===== src/rtl/alu_pkg.sv =====
// ----------------------------------------------------------------------------
// alu_pkg
// Shared definitions for the ALU operand-issue / divide sequencer:
//   WIDTH      datapath width of the attached 32-bit ALU
//   ITER       number of shift/subtract divide iterations (one per bit)
//   ALU_DIV    ALU instruction code that selects one divide iteration
//   FLG_*      bit positions inside the 4-bit flag vectors
//   state_e    sequencer state encoding
// ----------------------------------------------------------------------------
package alu_pkg;

    localparam int WIDTH = 32;
    localparam int ITER  = WIDTH;

    localparam logic [3:0] ALU_DIV = 4'd6;

    localparam int FLG_OVF = 0;
    localparam int FLG_C   = 1;
    localparam int FLG_Z   = 2;
    localparam int FLG_DZ  = 3;

    typedef enum logic [1:0] {
        IDLE = 2'd0,
        EXEC = 2'd1,
        DIV  = 2'd2,
        FIN  = 2'd3
    } state_e;

endpackage


===== src/rtl/alu_div_sequencer.sv =====
// ----------------------------------------------------------------------------
// alu_div_sequencer
// Registers an operation request and drives the combinational 32-bit ALU that
// sits beside this block. Single-pass ops use one ALU cycle; divide runs 32
// shift/subtract iterations with the partial remainder fed back through A and
// the dividend/quotient shifted through DI/DO.
//
// Ports
//   CLK, RST_N          clock, asynchronous active-low reset
//   START               request strobe, only sampled in IDLE
//   OP, OPA, OPB, CIN   request: instruction, operands, carry-in
//   BUSY                high whenever not IDLE
//   DONE                one-cycle completion pulse
//   RESULT, REM         Z (or quotient) and remainder; held until next result
//   FLAGS_OUT           {divzero, zero, carry, ovf}
//   ALU_A/B/DI/INST/CI/FIRSTCYC   drive the ALU inputs (all 0 in IDLE/FIN)
//   ALU_Z, ALU_DO, ALU_FLAGS      ALU results returned in the same cycle
// ----------------------------------------------------------------------------
module alu_div_sequencer
    import alu_pkg::*;
(
    input  logic             CLK,
    input  logic             RST_N,
    input  logic             START,
    input  logic [3:0]       OP,
    input  logic [WIDTH-1:0] OPA,
    input  logic [WIDTH-1:0] OPB,
    input  logic             CIN,
    output logic             BUSY,
    output logic             DONE,
    output logic [WIDTH-1:0] RESULT,
    output logic [WIDTH-1:0] REM,
    output logic [3:0]       FLAGS_OUT,
    output logic [WIDTH-1:0] ALU_A,
    output logic [WIDTH-1:0] ALU_B,
    output logic [WIDTH-1:0] ALU_DI,
    output logic [3:0]       ALU_INST,
    output logic             ALU_CI,
    output logic             ALU_FIRSTCYC,
    input  logic [WIDTH-1:0] ALU_Z,
    input  logic [WIDTH-1:0] ALU_DO,
    input  logic [3:0]       ALU_FLAGS
);

    localparam int                CNT_W    = $clog2(ITER);
    localparam logic [CNT_W-1:0]  CNT_LAST = CNT_W'(ITER - 1);

    state_e             state_q, state_d;
    logic [3:0]         op_q, op_d;
    logic [WIDTH-1:0]   a_q, a_d;
    logic [WIDTH-1:0]   b_q, b_d;
    logic               cin_q, cin_d;
    logic [WIDTH-1:0]   rem_q, rem_d;       // partial remainder
    logic [WIDTH-1:0]   quo_q, quo_d;       // dividend shifting out, quotient shifting in
    logic [CNT_W-1:0]   cnt_q, cnt_d;
    logic               carry_q, carry_d;   // carry from the previous iteration
    logic [WIDTH-1:0]   result_q, result_d;
    logic [WIDTH-1:0]   rem_out_q, rem_out_d;
    logic [3:0]         flags_q, flags_d;

    // The ALU's bit 3 carries no meaning for this block.
    logic unused_alu_flag3;
    assign unused_alu_flag3 = ALU_FLAGS[FLG_DZ];

    always_ff @(posedge CLK or negedge RST_N) begin
        if (!RST_N) begin
            state_q   <= IDLE;
            op_q      <= '0;
            a_q       <= '0;
            b_q       <= '0;
            cin_q     <= 1'b0;
            rem_q     <= '0;
            quo_q     <= '0;
            cnt_q     <= '0;
            carry_q   <= 1'b0;
            result_q  <= '0;
            rem_out_q <= '0;
            flags_q   <= '0;
        end else begin
            state_q   <= state_d;
            op_q      <= op_d;
            a_q       <= a_d;
            b_q       <= b_d;
            cin_q     <= cin_d;
            rem_q     <= rem_d;
            quo_q     <= quo_d;
            cnt_q     <= cnt_d;
            carry_q   <= carry_d;
            result_q  <= result_d;
            rem_out_q <= rem_out_d;
            flags_q   <= flags_d;
        end
    end

    always_comb begin
        state_d      = state_q;
        op_d         = op_q;
        a_d          = a_q;
        b_d          = b_q;
        cin_d        = cin_q;
        rem_d        = rem_q;
        quo_d        = quo_q;
        cnt_d        = cnt_q;
        carry_d      = carry_q;
        result_d     = result_q;
        rem_out_d    = rem_out_q;
        flags_d      = flags_q;
        ALU_A        = '0;
        ALU_B        = '0;
        ALU_DI       = '0;
        ALU_INST     = '0;
        ALU_CI       = 1'b0;
        ALU_FIRSTCYC = 1'b0;

        unique case (state_q)
            IDLE: begin
                if (START) begin
                    op_d  = OP;
                    a_d   = OPA;
                    b_d   = OPB;
                    cin_d = CIN;
                    if (OP != ALU_DIV) begin
                        state_d = EXEC;
                    end else if (OPB != '0) begin
                        state_d = DIV;
                        rem_d   = '0;
                        quo_d   = OPA;
                        cnt_d   = '0;
                        carry_d = 1'b0;
                    end else begin
                        // Divide by zero never touches the ALU: finish at once
                        // with the conventional all-ones quotient.
                        state_d          = FIN;
                        result_d         = '1;
                        rem_out_d        = OPA;
                        flags_d          = '0;
                        flags_d[FLG_DZ]  = 1'b1;
                    end
                end
            end

            EXEC: begin
                ALU_A        = a_q;
                ALU_B        = b_q;
                ALU_INST     = op_q;
                ALU_CI       = cin_q;
                ALU_FIRSTCYC = 1'b1;
                result_d     = ALU_Z;
                rem_out_d    = '0;
                flags_d      = {1'b0, ALU_FLAGS[FLG_Z:FLG_OVF]};
                state_d      = FIN;
            end

            DIV: begin
                ALU_A        = rem_q;
                ALU_B        = b_q;
                ALU_DI       = quo_q;
                ALU_INST     = ALU_DIV;
                ALU_CI       = carry_q;
                ALU_FIRSTCYC = (cnt_q == '0);
                rem_d        = ALU_Z;
                quo_d        = ALU_DO;
                carry_d      = ALU_FLAGS[FLG_C];
                cnt_d        = cnt_q + CNT_W'(1);
                if (cnt_q == CNT_LAST) begin
                    // Publish straight from the ALU so the final iteration's
                    // values are visible in FIN without an extra cycle.
                    state_d         = FIN;
                    result_d        = ALU_DO;
                    rem_out_d       = ALU_Z;
                    flags_d         = '0;
                    flags_d[FLG_Z]  = (ALU_Z == '0);
                    flags_d[FLG_C]  = ALU_FLAGS[FLG_C];
                end
            end

            FIN: begin
                state_d = IDLE;
            end

            default: begin
                state_d = IDLE;
            end
        endcase
    end

    assign BUSY      = (state_q != IDLE);
    assign DONE      = (state_q == FIN);
    assign RESULT    = result_q;
    assign REM       = rem_out_q;
    assign FLAGS_OUT = flags_q;

endmodule


===== config.mk =====
export PLATFORM = sky130hd
export DESIGN_NAME = alu_div_sequencer
export DESIGN_NICKNAME = d
export VERILOG_FILES = /design/src/rtl/alu_pkg.sv /design/src/rtl/alu_div_sequencer.sv
export SDC_FILE = /design/constraint.sdc
export NUM_CORES = 1
export LEC_CHECK = 0
export ABC_AREA = 0
export CAP_MARGIN = 20
export CORE_ASPECT_RATIO = 0.75
export CORE_MARGIN = 4
export CORE_UTILIZATION = 38
export CTS_BUF_LIST = sky130_fd_sc_hd__clkbuf_16
export CTS_CLUSTER_DIAMETER = 40
export DETAILED_ROUTE_END_ITERATION = 8
export GPL_ROUTABILITY_DRIVEN = 0
export HOLD_SLACK_MARGIN = 0.02
export PLACE_DENSITY_LB_ADDON = 0.1
export SYNTH_ARGS = -nofsm -noshare
export SYNTH_HDL_FRONTEND = slang
export SYNTH_SLANG_ARGS = --single-unit

===== constraint.sdc =====
create_clock -name CLK -period 3.3 [get_ports CLK]
set_input_delay 0.66 -clock CLK [delete_from_list [all_inputs] [get_ports CLK]]
set_output_delay 0.66 -clock CLK [all_outputs]
set_load 0.05 [all_outputs]

==> summary.md <==
| Metric | Value |
|---|---|
| Final HPWL DP | 22000 um |
| Initial core utilization | 39.0% |
| Final period util | roughly 96% |
| First-pass GRT wire length | around 49000 um |
| DRT Wirelength | 31700 um |
| Clock transition at the registers of the reported paths | 0.06 ns |
| Fillers | 2218 |
| Vias in the first global route | 8252 |
| Drt via density | between 5 and 6 |
| DRC | 0 |
| Post-synth top cells | dfrtp_1, mux2_2, and2_1 |
| Max-slew violation count | 0 |
| R2R cell count | 8 |
| Post-route ant nets | 0 |
| Antenna diodes | 0 |
| Multi-input gate area | 4570 sq um |
| Worst setup SP type | flop |
| Top-area cell type share of the netlist area | between 50 and 60% |
| TritonCTS clock tree | yes |
| Met3 Usage GRT | 5.67% |
| CTS Buffer Depth | 3 |
| Final Critical Period | 3.15 ns |
| P&R area growth vs syn | 48.3% |
| Post-layout nets | 1271 |
| Die H | 150 um |
| Root Buffer | clkbuf_16 |
| Mapped Nets | 961 |
| Met1 usage | 30.5% |
| I/O Buffers | 310 |
| Gr ovfl total | 0 |
| # clock sinks | 209 |
| Async SR Flop Fraction | 100% |
| Number of H-tree levels | 1 |
| Clk Latency, worst-skew pair | 0.54 ns |
| CP required | 2.64 ns |
| Syn Inst Count | 814 |
| Max cap viols | 0 |
| Most common cell in the netlist | dfrtp_1 |
| Post-synthesis sequential area ratio | between 50% and 60% |
| Hold Fails Final Rpt | 0 |
| RSZ-0062 raised after global routing | no |
| Yosys warns | 0 |
| Crit path max fanout | 18 |
| Die area | 29500 sq um |
| Ports | 312 |
| Antenna violations before repair | 0 |
| Distinct cells, synth | 42 |
| TritonRoute pass-1 iters | 4 |
| # rows | 51 |
| Yosys reg bits | 209 |
| DR iter-0 viols | 261 |
| Share of layout cells above drive strength 1 | 30.1% |
| Die width | ~200 um |
| Top post-synthesis cells by area | dfrtp_1, mux2_2, mux2i_1, and2_1, a22o_1 |
| WP data arrival | 2.49 ns |
| Cts hold-fix bufs | 0 |
| Largest net degree at the start of global routing | 80 |
| TritonCTS Buffers | 30 |
| Register area | 5230 sq um |
| Mapped Avg Cell Area | ~13 sq um |
| Final Skew | 0.0165 ns |
| Number of flops mapped to enable cells by yosys | 0 |
| Setup TNS | 0 ns |
| Status | finished clean |
| Crit path capture type | output pin |
| Busiest grt layer | met2 |
| GR Layer Usage met2 | 32.2% |
| Gr usage total | between 20% and 30% |
| Final setup viols | 0 |
| Worst Setup Path Type | reg -> out |
| Post-synth top area cell | dfrtp_1 |
| Via count | 7680 |
| Top_reg_cell synth | dfrtp_1 |
| Slew HR | 56.5% |
| Avg WL per Cell | 21.2 um |
| F_max | ~0.32 GHz |
| Worst-margin pin slew | 0.653 ns |
| Synth Cell Area | between 10000 and 15000 sq um |
| Hold Crit Class | in -> async |
| Placeable Area | 26200 sq um |
==> kinds of logic (layout without fill, tap and decap cells) <==
| kind of cell | after synthesis | after routing | synth area share [%] |
|---|---|---|---|
| buffers and inverters | 102 | 434 | 4.31 |
| AO/OA/AOI/OAI | 117 | 117 | 9.65 |
| flip-flops | 209 | 209 | 51.3 |
| adder cells (fa/ha/maj) | 7 | 7 | 0.859 |
| AND/OR/NAND/NOR | 144 | 144 | 8.60 |
| multiplexers | 235 | 235 | 25.3 |
==> flip-flops by register name, summed over array words and instances (netlist names) <==
register / flops
carry_q: 1
cin_q: 1
rem_q: 32
state_q: 2
FLAGS_OUT: 4
REM: 32
quo_q: 32
b_q: 32
a_q: 32
op_q: 4
cnt_q: 5
RESULT: 32
==> metal layers <==
layer,wire (um),part of all wire [%]
met5,0,0
met4,551,1.7
met3,2170,6.9
met2,13800,43
met1,15200,48
==> placed cells by master, fill, tap and decap left out, types with 3 or more instances in the layout <==
cell type	Yosys	final
a22o_1	33	33
a22oi_1	34	34
a2bb2oi_1	32	32
and2_1	98	96
and3_1	5	5
buf_12	0	49
buf_4	1	69
bufinv_16	0	3
clkbuf_16	0	31
clkdlybuf4s50_1	0	219
clkinv_1	0	3
clkinvlp_4	0	3
dfrtp_1	209	209
ha_1	7	4
inv_1	41	44
inv_8	0	4
mux2_2	161	161
mux2_4	5	5
mux2i_1	69	69
nand2_1	10	9
nand3_1	4	4
nand4_1	3	3
nor4_1	16	16
o21ai_0	3	3
==> worst paths after layout <==
| kind | slack [ns] | to | startpoint |
|---|---|---|---|
| max reg2reg | 0.70 | quo_q[22]$_DFFE_PN0P_ | state_q[0]$_DFFE_PN0P_ |
| min in group CLK | 0.50 | b_q[18]$_DFFE_PN0P_ | b_q[18]$_DFFE_PN0P_ |
| min | 0.13 | quo_q[28]$_DFFE_PN0P_ | RST_N |
| max | 0.15 | ALU_DI[30] | state_q[0]$_DFFE_PN0P_ |
| min reg2reg | 0.50 | b_q[18]$_DFFE_PN0P_ | b_q[18]$_DFFE_PN0P_ |
| max in group asynchronous | 2.42 | REM[24]$_DFFE_PN0P_ | RST_N |
==> area by class of cell <==
cell class / count / share of cell area, %
clock buffer: 31 / 5.13
clock inverter: 23 / 1.60
inverter: 41 / 1.02
multi-input combinational: 503 / 30.2
sequential: 209 / 34.6
tap: 344 / 2.85
timing repair buffer: 339 / 24.6
==> through the flow <==
stage	std cells	instance area [sq um]	utilization, %	setup WS [ns]	hold slack, ns
3_5_place_dp	1435	14100	53.9	0.201	0.486
2_1_floorplan	814	10200	-	0.539	0.364
3_3_place_gp	1435	14100	53.9	0.258	0.481
4_1_cts	1490	15100	57.8	0.0863	0.136
6_report	1490	15100	57.8	0.145	0.131
5_1_grt	1490	15100	57.8	0.0110	0.159
==> critical path: stages, from the launching register on <==
cell and delay (ns):
dfrtp_1 0.40, inv_1 0.19, ha_4 0.33, and2_1 0.18, clkdlybuf4s50_1 0.85
==> repair_timing <==
action                                  CTS  global route
gates resized for setup                   0             0
setup buffers                             1             0
endpoints found under the setup margin    4             0
Power is left out: the tool's default activity adds up to more than one toggle a clock period on the data nets, which glitch-free logic cannot reach.
